**src/rtl/loom_axil_ctrl_regs.sv**
```systemverilog
// loom_axil_ctrl_regs: AXI-Lite control/status register block.
//
// Register map (decoded on addr[7:2]):
//   0x00 ID         RO  constant ID_VALUE
//   0x04 SCRATCH    RW  byte strobes honoured
//   0x08 IRQ_STATUS R/W1C
//   0x0C IRQ_ENABLE RW
//   0x10 IRQ_SET    WO  write-1-to-set status, reads 0
//   0x14 FINISH     bit0 write-1 sets sticky finish_o
//   0x18 CYCLE_LO   RO  low counter word; snapshots high word into shadow
//   0x1C CYCLE_HI   RO  shadow captured by the last CYCLE_LO read
// Unmapped offsets answer SLVERR.
//
// Ports:
//   clk_i, rst_ni           clock, asynchronous active-low reset
//   s_axil_aw*/w*/b*        AXI-Lite write channels
//   s_axil_ar*/r*           AXI-Lite read channels
//   irq_src_i               event lines, rising edge sets status
//   irq_o                   status & enable
//   finish_o                sticky end-of-test request
module loom_axil_ctrl_regs #(
  parameter int unsigned ADDR_WIDTH = 20,
  parameter int unsigned N_IRQ      = 16,
  parameter logic [31:0] ID_VALUE   = 32'h4C4F_4F4D
) (
  input  logic                  clk_i,
  input  logic                  rst_ni,
  input  logic [ADDR_WIDTH-1:0] s_axil_awaddr_i,
  input  logic                  s_axil_awvalid_i,
  output logic                  s_axil_awready_o,
  input  logic [31:0]           s_axil_wdata_i,
  input  logic [3:0]            s_axil_wstrb_i,
  input  logic                  s_axil_wvalid_i,
  output logic                  s_axil_wready_o,
  output logic [1:0]            s_axil_bresp_o,
  output logic                  s_axil_bvalid_o,
  input  logic                  s_axil_bready_i,
  input  logic [ADDR_WIDTH-1:0] s_axil_araddr_i,
  input  logic                  s_axil_arvalid_i,
  output logic                  s_axil_arready_o,
  output logic [31:0]           s_axil_rdata_o,
  output logic [1:0]            s_axil_rresp_o,
  output logic                  s_axil_rvalid_o,
  input  logic                  s_axil_rready_i,
  input  logic [N_IRQ-1:0]      irq_src_i,
  output logic [N_IRQ-1:0]      irq_o,
  output logic                  finish_o
);

  localparam logic [5:0] IdxId     = 6'd0;
  localparam logic [5:0] IdxScratch = 6'd1;
  localparam logic [5:0] IdxStatus = 6'd2;
  localparam logic [5:0] IdxEnable = 6'd3;
  localparam logic [5:0] IdxSet    = 6'd4;
  localparam logic [5:0] IdxFinish = 6'd5;
  localparam logic [5:0] IdxCycLo  = 6'd6;
  localparam logic [5:0] IdxCycHi  = 6'd7;

  localparam logic [1:0] RespOkay   = 2'b00;
  localparam logic [1:0] RespSlverr = 2'b10;

  // Write channel skid state
  logic             r_aw_held;
  logic [5:0]       r_aw_idx;
  logic             r_w_held;
  logic [31:0]      r_w_data;
  logic [3:0]       r_w_strb;
  logic             r_bvalid;
  logic [1:0]       r_bresp;

  // Read channel state
  logic             r_rvalid;
  logic [31:0]      r_rdata;
  logic [1:0]       r_rresp;

  // Register file
  logic [31:0]      r_scratch;
  logic [N_IRQ-1:0] r_irq_status;
  logic [N_IRQ-1:0] r_irq_enable;
  logic [N_IRQ-1:0] r_irq_src_prev;
  logic             r_finish;
  logic [63:0]      r_cycle;
  logic [31:0]      r_cyc_hi_shadow;

  logic             w_aw_hs;
  logic             w_w_hs;
  logic             w_wr_commit;
  logic [5:0]       w_wr_idx;
  logic [31:0]      w_wr_data;
  logic [3:0]       w_wr_strb;
  logic             w_wr_mapped;
  logic             w_ar_hs;
  logic [5:0]       w_ar_idx;
  logic [31:0]      w_rd_data;
  logic             w_rd_err;
  logic [N_IRQ-1:0] w_irq_set;
  logic [N_IRQ-1:0] w_irq_clr;
  logic             w_unused;

  // Address bits outside [7:2] are deliberately ignored by the decoder.
  assign w_unused = ^{s_axil_awaddr_i[ADDR_WIDTH-1:8], s_axil_awaddr_i[1:0],
                      s_axil_araddr_i[ADDR_WIDTH-1:8], s_axil_araddr_i[1:0]};

  // ---------------------------------------------------------------------------
  // Write path
  // ---------------------------------------------------------------------------
  assign s_axil_awready_o = !r_aw_held && !r_bvalid;
  assign s_axil_wready_o  = !r_w_held && !r_bvalid;
  assign s_axil_bvalid_o  = r_bvalid;
  assign s_axil_bresp_o   = r_bresp;

  assign w_aw_hs = s_axil_awvalid_i && s_axil_awready_o;
  assign w_w_hs  = s_axil_wvalid_i && s_axil_wready_o;

  // Commit as soon as both halves are available, held or arriving this cycle.
  assign w_wr_commit = (r_aw_held || w_aw_hs) && (r_w_held || w_w_hs);
  assign w_wr_idx    = r_aw_held ? r_aw_idx : s_axil_awaddr_i[7:2];
  assign w_wr_data   = r_w_held ? r_w_data : s_axil_wdata_i;
  assign w_wr_strb   = r_w_held ? r_w_strb : s_axil_wstrb_i;
  assign w_wr_mapped = (w_wr_idx[5:3] == 3'b000);

  always_ff @(posedge clk_i or negedge rst_ni) begin
    if (!rst_ni) begin
      r_aw_held <= 1'b0;
      r_aw_idx  <= '0;
      r_w_held  <= 1'b0;
      r_w_data  <= '0;
      r_w_strb  <= '0;
      r_bvalid  <= 1'b0;
      r_bresp   <= '0;
    end else begin
      if (w_wr_commit) begin
        r_aw_held <= 1'b0;
        r_w_held  <= 1'b0;
      end else begin
        if (w_aw_hs) begin
          r_aw_held <= 1'b1;
          r_aw_idx  <= s_axil_awaddr_i[7:2];
        end
        if (w_w_hs) begin
          r_w_held <= 1'b1;
          r_w_data <= s_axil_wdata_i;
          r_w_strb <= s_axil_wstrb_i;
        end
      end
      if (w_wr_commit) begin
        r_bvalid <= 1'b1;
        r_bresp  <= w_wr_mapped ? RespOkay : RespSlverr;
      end else if (s_axil_bready_i) begin
        r_bvalid <= 1'b0;
      end
    end
  end

  // ---------------------------------------------------------------------------
  // Read path
  // ---------------------------------------------------------------------------
  assign s_axil_arready_o = !r_rvalid;
  assign s_axil_rvalid_o  = r_rvalid;
  assign s_axil_rdata_o   = r_rdata;
  assign s_axil_rresp_o   = r_rresp;

  assign w_ar_hs  = s_axil_arvalid_i && s_axil_arready_o;
  assign w_ar_idx = s_axil_araddr_i[7:2];

  // Mux reads current register state, so a same-edge write is not visible.
  always_comb begin
    w_rd_data = '0;
    w_rd_err  = 1'b0;
    case (w_ar_idx)
      IdxId:      w_rd_data = ID_VALUE;
      IdxScratch: w_rd_data = r_scratch;
      IdxStatus:  w_rd_data[N_IRQ-1:0] = r_irq_status;
      IdxEnable:  w_rd_data[N_IRQ-1:0] = r_irq_enable;
      IdxSet:     w_rd_data = '0;
      IdxFinish:  w_rd_data[0] = r_finish;
      IdxCycLo:   w_rd_data = r_cycle[31:0];
      IdxCycHi:   w_rd_data = r_cyc_hi_shadow;
      default:    w_rd_err  = 1'b1;
    endcase
  end

  always_ff @(posedge clk_i or negedge rst_ni) begin
    if (!rst_ni) begin
      r_rvalid <= 1'b0;
      r_rdata  <= '0;
      r_rresp  <= '0;
    end else begin
      if (w_ar_hs) begin
        r_rvalid <= 1'b1;
        r_rdata  <= w_rd_data;
        r_rresp  <= w_rd_err ? RespSlverr : RespOkay;
      end else if (s_axil_rready_i) begin
        r_rvalid <= 1'b0;
      end
    end
  end

  // ---------------------------------------------------------------------------
  // Register file
  // ---------------------------------------------------------------------------
  always_comb begin
    w_irq_set = irq_src_i & ~r_irq_src_prev;
    w_irq_clr = '0;
    if (w_wr_commit && (w_wr_idx == IdxSet)) begin
      w_irq_set = w_irq_set | w_wr_data[N_IRQ-1:0];
    end
    if (w_wr_commit && (w_wr_idx == IdxStatus)) begin
      w_irq_clr = w_wr_data[N_IRQ-1:0];
    end
  end

  always_ff @(posedge clk_i or negedge rst_ni) begin
    if (!rst_ni) begin
      r_scratch       <= '0;
      r_irq_status    <= '0;
      r_irq_enable    <= '0;
      r_irq_src_prev  <= '0;
      r_finish        <= 1'b0;
      r_cycle         <= '0;
      r_cyc_hi_shadow <= '0;
    end else begin
      r_cycle        <= r_cycle + 64'd1;
      r_irq_src_prev <= irq_src_i;
      // Set is applied after clear so a coincident set wins.
      r_irq_status   <= (r_irq_status & ~w_irq_clr) | w_irq_set;
      if (w_ar_hs && (w_ar_idx == IdxCycLo)) begin
        r_cyc_hi_shadow <= r_cycle[63:32];
      end
      if (w_wr_commit) begin
        if (w_wr_idx == IdxScratch) begin
          for (int b = 0; b < 4; b++) begin
            if (w_wr_strb[b]) r_scratch[8*b +: 8] <= w_wr_data[8*b +: 8];
          end
        end
        if (w_wr_idx == IdxEnable) r_irq_enable <= w_wr_data[N_IRQ-1:0];
        if ((w_wr_idx == IdxFinish) && w_wr_data[0]) r_finish <= 1'b1;
      end
    end
  end

  assign irq_o    = r_irq_status & r_irq_enable;
  assign finish_o = r_finish;

endmodule

```
**config.mk**
```make
export PLATFORM = sky130hd
export DESIGN_NAME = loom_axil_ctrl_regs
export DESIGN_NICKNAME = d
export VERILOG_FILES = /design/src/rtl/loom_axil_ctrl_regs.sv
export SDC_FILE = /design/constraint.sdc
export NUM_CORES = 1
export LEC_CHECK = 0
export CAP_MARGIN = 20
export CORE_MARGIN = 3
export CORE_UTILIZATION = 35
export CTS_CLUSTER_DIAMETER = 200
export DETAILED_ROUTE_END_ITERATION = 10
export PLACE_DENSITY = 0.64
export SYNTH_ARGS = -nofsm -noshare
export SYNTH_HDL_FRONTEND = slang
export SYNTH_SLANG_ARGS = --single-unit
```
**constraint.sdc**
```tcl
create_clock -name clk_i -period 3.2 [get_ports clk_i]
set_clock_uncertainty 0.1 [all_clocks]
set_input_delay 0.48 -clock clk_i [delete_from_list [all_inputs] [get_ports clk_i]]
set_output_delay 0.48 -clock clk_i [all_outputs]
set_load 0.1 [all_outputs]
```
Yosys cells after proc, flatten, opt, wreduce, memory -nomap -nowiden
Index checks and enable logic that the tools add are counted.
{ "op_classes": {"mul": 0, "n_reduce_logical": 31, "shifts": 0, "n_bitwise": 8, "n_eq_ne": 12, "addsub": 1, "order_cmp": 0, "n_div": 0, "n_mux": 18} }
{ "op_table": {"columns": ["op", "n"], "rows": [
  ["case mux 15 bit (6 select lines)", 1],
  ["adder 64 x 1 -> 64 bit, second input constant", 1],
  ["case mux 16 bit (4 select lines)", 1],
  ["AND 16 bit", 3],
  ["equality test 6 x 3 -> 1 bit, second input constant", 6],
  ["2-to-1 mux 16 bit", 2],
  ["2-to-1 mux 32 bit", 1],
  ["NOT 16 bit", 2],
  ["OR 16 bit", 2],
  ["equality test 6 x 2 -> 1 bit, second input constant", 4],
  ["equality test 6 x 1 -> 1 bit, second input constant", 2],
  ["AND reduction 3 bit", 4],
  ["logical AND 1 bit", 10],
  ["2-to-1 mux 1 bit", 8],
  ["AND reduction 2 bit", 4],
  ["nonzero test 2 bit", 4],
  ["OR reduction 8 bit", 1],
  ["case mux 1 bit (7 select lines)", 1],
  ["logical NOT 6 bit", 1],
  ["2-to-1 mux 6 bit", 1],
  ["logical NOT 1 bit", 4],
  ["2-to-1 mux 2 bit", 2],
  ["2-to-1 mux 4 bit", 1],
  ["logical NOT 3 bit", 1],
  ["2 further kinds", 3]
]} }
{ "word_totals": {"in_bits": 99, "output_inout_bits": 58, "mem_bits_rw": 0, "mem_bits_ro": 0, "latch_bits": 0, "word_cells": 90, "memories": 0, "register_bits": 259} }

Longest topological paths before layout
{ "depth": {"ltp_word": 10, "mapped_depth": 8, "mapped_depth_nobuf": 6} }

Least setup slack after synthesis
Ideal clock, no wire load.
{ "synth_timing": {"kind": "register -> output", "start": "register r_w_held", "end": "output port s_axil_wready_o", "stages_incl_launch_ff": 5, "setup_slack_ns": 0.313, "n_path_buf": 3, "t_arrival_ns": 2.307, "required_ns": 2.620, "cell_sequence": "dfrtp_1 -> clkbuf_1 -> clkbuf_1 -> clkbuf_1 -> nor2_1"} }
{ "synth_between": {"elab_chain_cells": 2} }
{ "synth_lines": {"columns": ["item", "line_no", "source"], "rows": [
  ["from (decl)", "65", "logic r_w_held;"],
  ["from (signal assigned)", "126", "r_w_held <= 1'b0;"],
  ["from (signal assigned)", "134", "r_w_held <= 1'b0;"],
  ["from (signal assigned)", "141", "r_w_held <= 1'b1;"],
  ["logical NOT 1 bit", "108", "assign s_axil_wready_o = !r_w_held && !r_bvalid;"],
  ["logical AND 1 bit", "108", null],
  ["to (decl)", "34", "output logic s_axil_wready_o,"]
]} }
Every way passes these cells.

Final worst setup path
{ "layout_timing": {"start": "register r_cycle[24]", "end": "register r_cycle[63]"} }
{ "layout_between": {"elab_chain_cells": 1} }
{ "layout_lines": {"columns": ["item", "line_no", "source"], "rows": [
  ["from (decl)", "82", "logic [63:0] r_cycle;"],
  ["from (signal assigned)", "223", "r_cycle <= r_cycle + 64'd1;"],
  ["adder 64 x 1 -> 64 bit", "223", null]
]} }
Every way passes these cells.
A chain may end at the register's enable or synchronous reset.

==> results.json <==
{
  "start_kind": "flip-flop",
  "dr.pass1.iters": 5,
  "syn_area_per_cell_sq_um": 11.5,
  "io_buffer_count": 126,
  "cp.required_ns": 3.55,
  "finalSetupTns_ns": 0,
  "synth.most_common_cell": "dfrtp_1",
  "ff2ff_setup_slack_ns": 0.69,
  "viasPerCell": 5.14,
  "core_sq_mm": 0.0320,
  "dp.final_hpwl_um": 20700,
  "ys_seq_elements": 257,
  "slowest_delay_ns": 0.52,
  "row_count": 65,
  "synth-xor-area-share": 0.0469,
  "clockRootBuffer": "clkbuf_16",
  "cellPowerDensity_mw_per_mm2": 751,
  "endpoint_kind": "flip-flop",
  "critPathSlowestCell": "nand4_1",
  "die_area_sq_mm": 0.0353,
  "synthAdderAreaFrac": 0.00108,
  "first_iter_violations": 436,
  "synth-simple-area-share": 0.117,
  "antenna_found_initial": 1,
  "clockBufferDepth": 3,
  "postSynthCellCount": 1008,
  "vias": 8225,
  "fp.dieW_um": 188,
  "synthArstFlopShare": 1.00,
  "numCtsBuffers": 27,
  "hp-class": "input pin to flip-flop",
  "yosysSeqAreaShare": 0.556,
  "fin_crit_sh": 0.785,
  "grt_max_degree": 81,
  "worstSetupPathType": "flip-flop to flip-flop",
  "totalPowerFinal_mw": 10.7,
  "slew_viol_final": 0,
  "finalWeightedCongestion": 0.811,
  "grt_usage": 0.162,
  "netlist.area_leader.share": 0.556,
  "status": "finished, final reports clean",
  "worstPathArrival_ns": 2.86,
  "stdcell_count": 1601,
  "ir_drop_v": 0.000555,
  "area_growth_pct": 23.2,
  "syn-cell-area_sq_mm": 0.0116,
  "tightest_slew_ns": 0.945,
  "maxCapViolCount": 0,
  "clock-sinks": 257,
  "clkLatencyLatePin_ns": 0.53,
  "synthTopCellsByArea": "dfrtp_1 56%, mux2_2 11%, xnor2_1 2.9%",
  "cts_resized": 0,
  "cp_max_fo": 9,
  "cts_tree": "built",
  "grt_pass1_wl_um": 46800,
  "synth_top_family_by_area": "multiplexers",
  "fillers": 2995,
  "wire_per_inst_um": 17.9,
  "fmax_ghz": 0.398,
  "stdcell_area_sq_mm": 0.0143,
  "postPlaceCellArea_sq_mm": 0.0133,
  "crit_chain": "nand4_1 > nor4_1 > nand4_1 > nor4_1 > xor2_1",
  "clkTransAtPathRegs_ns": 0.06,
  "layout_min_cycle_time_ns": 2.51,
  "synth-edff-count": 0,
  "ys.flop_type": "dfrtp_1",
  "n_antenna_cell": 0,
  "synthTopCellsByCount": "257 x dfrtp_1, 118 x mux2_2, 66 x nand2_1, 66 x nor2_1, 55 x o21ai_0",
  "rsz0062_at_grt": "no",
  "max-slew-margin-rel": 0.365,
  "ant_nets": 0,
  "synth.mux.area_fraction": 0.163,
  "wl_um": 28700,
  "leakage_nw": 6.43,
  "synth_top_cell_by_area": "dfrtp_1",
  "finalHoldViolCount": 0,
  "yosys.cell_types.count": 48,
  "grt_pass1_vias": 8352,
  "overflow": 0,
  "fin_util": 0.445,
  "start_util": 0.361,
  "ioPinCount": 157,
  "nNetsFinal": 1245,
  "drive_gt1_frac": 0.229,
  "yosysWarnings": 0,
  "remaining_drc_errors": 0,
  "placed_cells": 1550,
  "final-setup-viol-count": 0,
  "die_h_um": 188,
  "htreeDepth": 1,
  "synth_compound_area_frac": 0.0831
}
[stage by stage]
stage                     worst slack, ns  hold slack [ns]
after floorplan                     0.313           0.0844
after global placement              0.367            0.354
after detailed placement            0.361            0.359
after CTS                           0.678            0.298
after global routing                0.372            0.311
final                               0.689            0.319
[layer usage]
layer,global-route usage,vias up,part of all wire
li1,-,3847,-
met1,0.234,4157,0.47
met2,0.259,177,0.46
met3,0.0245,42,0.047
met4,0.0375,2,0.017
met5,0,-,0.00045
[cells by family after synthesis]
kind of cell             Yosys count
adder cells (fa/ha/maj)            1
other                              1
XOR/XNOR                          62
AND/OR/NAND/NOR                  273
AO/OA/AOI/OAI                    152
buffers and inverters             97
multiplexers                     165
flip-flops                       257
[worst max-delay path, delay by kind of cell (launching register included)]
family	cells	cell delay, ns
AND/OR/NAND/NOR	4	1.69
flip-flops	1	0.46
XOR/XNOR	1	0.18
[path summary, 6_finish.rpt]
kind / depth (start not counted) / end / startpoint
worst max-delay path: 5 / r_cycle[63] / r_cycle[24]
worst min-delay path: 1 / r_irq_src_prev[7] / irq_src_i[7]
worst max register to register: 5 / r_cycle[63] / r_cycle[24]
worst min register to register: 1 / r_cycle[63] / r_cycle[63]
max in group asynchronous: 3 / r_irq_src_prev[1] / rst_ni
min in group asynchronous: 2 / s_axil_rdata_o[18] / rst_ni
[flip-flops by register name, summed over array words and instances, names as in the netlist, 4 cells and up]
name	flops
s_axil_rdata_o	32
r_irq_status	16
r_cyc_hi_shadow	32
r_irq_src_prev	16
r_irq_enable	16
r_aw_idx	6
r_w_data	32
r_scratch	32
r_w_strb	4
r_cycle	64
[layout by cell type (no fill, tap or decap), types with 9 or more instances in the layout]
cell and instances:
dfrtp_1 256, mux2_2 118, buf_4 82, clkdlybuf4s50_1 68, nor2_1 66, nand2_1 66, o21ai_0 55, inv_1 49
xnor2_1 38, mux2i_1 31, nand3_1 30, a21oi_1 29, clkbuf_16 27, xor2_1 24, nand4_1 23, and2_1 20
o221ai_1 16, nor3_1 15, a22oi_1 13, mux2_1 10, and3_1 9, nor4_1 9, a31oi_1 9, a221oi_1 9
[repair_timing]
| item | in CTS | in global routing |
|---|---|---|
| buffers inserted | 0 | 0 |
| endpoints found under the setup margin | 0 | 0 |
| hold endpoints to repair | 73 | 0 |
| hold buffers | 1 | 0 |
[area by class of cell]
| class | instances | area [sq um] | share of cell area |
|---|---|---|---|
| clock inverters | 21 | 259 | 0.0182 |
| well taps | 435 | 544 | 0.0382 |
| clock buffers | 29 | 703 | 0.0493 |
| repair buffers | 155 | 1370 | 0.0958 |
| multi-input cells | 655 | 4770 | 0.335 |
| inverters | 49 | 184 | 0.0129 |
| flip-flops and latches | 257 | 6430 | 0.451 |
[power by group]
group,switching (mW),total (mW),internal [mW]
logic,2.13,3.19,1.06
registers,0.350,4.18,3.83
clock network,1.33,3.34,2.01
total,3.81,10.7,6.90
Power figures use the tool's default switching activity.
==> RTL change, RTL diff (config.mk and constraints unchanged) <==
`N_IRQ`: 16 -> 18.
--- a/src/rtl/loom_axil_ctrl_regs.sv
+++ b/src/rtl/loom_axil_ctrl_regs.sv
@@ -22,3 +22,3 @@
   parameter int unsigned ADDR_WIDTH = 20,
-  parameter int unsigned N_IRQ      = 16,
+  parameter int unsigned N_IRQ      = 18,
   parameter logic [31:0] ID_VALUE   = 32'h4C4F_4F4D
Ports: changed (resized irq_o and irq_src_i); port bits go from 157 to 161. No check against the original RTL was run, so the function may have changed too.
==> RTL change against the unedited design <==
Cell count increased by 2.1%. Sequential cell count increased by 6. Sequential share of layout area decreased by 1.3 points. Routed wire length increased by 8.0%. First-iteration DRC count increased by 11%. Total power increased by 8.4%. Cell area increased by 5.4%. Via count increased by 3.9%. Worst hold slack got worse by 0.027 ns. Setup slack got worse by 0.15 ns. Synthesized area increased by 3.7%. Critical endpoint is now r_scratch[15]. Largest power group unchanged.
==> RTL change: results (changes against the unedited design) <==
Status
  • Status: completed (unchanged)

Synthesis
  • Post-synth top cells: dfrtp_1 (263), mux2_2 (145), nand2_1 (98) (was dfrtp_1 (257), mux2_2 (118), nand2_1 (66), nor2_1 (66), o21ai_0 (55))
  • Sequential area share after synthesis: 54.84% (was 55.56%)
  • Dominant synthesized flop cell: dfrtp_1 (unchanged)
  • Synth cell types: 54 (was 48)

Clocking
  • Root buffer cell: clkbuf_16 (unchanged)
  • Num CTS Buffers: 30 (was 27)
  • Worst-Skew Late Latency: 0.55 ns (was 0.53 ns)

Drt
  • Post-DR wirelength/cell: 19.00 um (was 17.95 um)
  • Vias per inst: 5.228 (was 5.137)
  • DR iter-0 viols: 484 (was 436)

Final layout
  • Final nets: 1263 (was 1245)
  • Share of layout cells above drive strength 1: 27.93% (was 22.90%)

Worst setup path
  • CP Data Arrival Time: 2.99 ns (was 2.86 ns)
  • CP max FO: 16 (was 9)
  • Max stage delay cell, worst path: dfrtp_1 (was nand4_1)
  • Largest stage delay, worst path: 0.63 ns (was 0.52 ns)

Timing
  • Slew HR: 45.24% (was 36.49%)

Place
  • Hpwl dp: 21780 um (was 20750 um)
  • Final RePlAce weighted congestion: 0.8503 (was 0.8108)
  • PortBufs: 130 (was 126)

Pwr
  • Worst ir drop on vdd: 0.0006484 V (was 0.0005554 V)
  • Leakage: 6.626 nW (was 6.426 nW)

Global route
  • Vias in the first global route: 8740 (was 8352)
  • First-pass GRT wire length: 48700 um (was 46780 um)
## RTL change: changes by cell type in the layout (fill, tap and decap cells not counted), sizes merged, moves of 17 or more
cell	before	now
mux2	128	168
nand2	70	102
mux2i	31	1
inv	51	23
nor2	66	44
a221o	0	18
a21oi	29	12
o21ai	55	38
## RTL change: power by group
part           leakage [nW]  internal (W)  switching [W]
logic                  2.71       0.00117        0.00222
clock network         0.570       0.00249        0.00143
registers              3.35       0.00392       0.000379
## RTL change: logic make-up (layout without fill, tap and decap cells)
family	Yosys count	in the layout	synth area share [%]
AOI/OAI and AO/OA	127	127	7.372
xor gates and xnor gates	62	62	4.525
adders and majority gates	1	1	0.1042
buffers and inverters	63	244	2.210
DFF	263	263	54.84
muxes	179	179	18.04
other	1	3	0.03125
and+or+nand+nor	307	307	12.88
## RTL change: final timing paths
path,start,endpoint,slack (ns),cells past startpoint
max,r_aw_held,r_scratch[15],0.54,5
min,irq_src_i[6],r_irq_src_prev[6],0.29,1
max reg2reg,r_aw_held,r_scratch[15],0.54,5
min reg2reg,r_cycle[63],r_cycle[63],0.36,1
max in group asynchronous,rst_ni,r_w_held,1.89,3
min in group asynchronous,rst_ni,s_axil_rdata_o[11],0.34,2
## RTL change: per-stage QoR
stage,area [um^2],hold WS [ns],cells,utilization [%],worst slack [ns]
after detailed placement,13850,0.3218,1575,41.11,0.2356
after global placement,13850,0.3185,1575,41.11,0.2561
after CTS,15010,0.2714,1632,44.55,0.5079
after global routing,15020,0.2823,1634,44.58,0.4537
after floorplan,12000,0.08441,1004,-,0.4224
final,15020,0.2918,1634,44.58,0.5417
## RTL change: layer usage
layer,GRT usage (%),routed length [um]
met1,22.31,13560
met2,28.63,15190
met3,2.567,1541
met4,4.544,750
met5,0,0
## RTL change: layout make-up
type,count,area (um^2)
flip-flops and latches,263,6583
repair buffers,167,1491
diodes,1,2.502
multi-input cells,678,5157
fillers,3114,18680
inverters,21,78.83
clock inverters,21,327.8
well taps,448,560.5
clock buffers,35,820.8
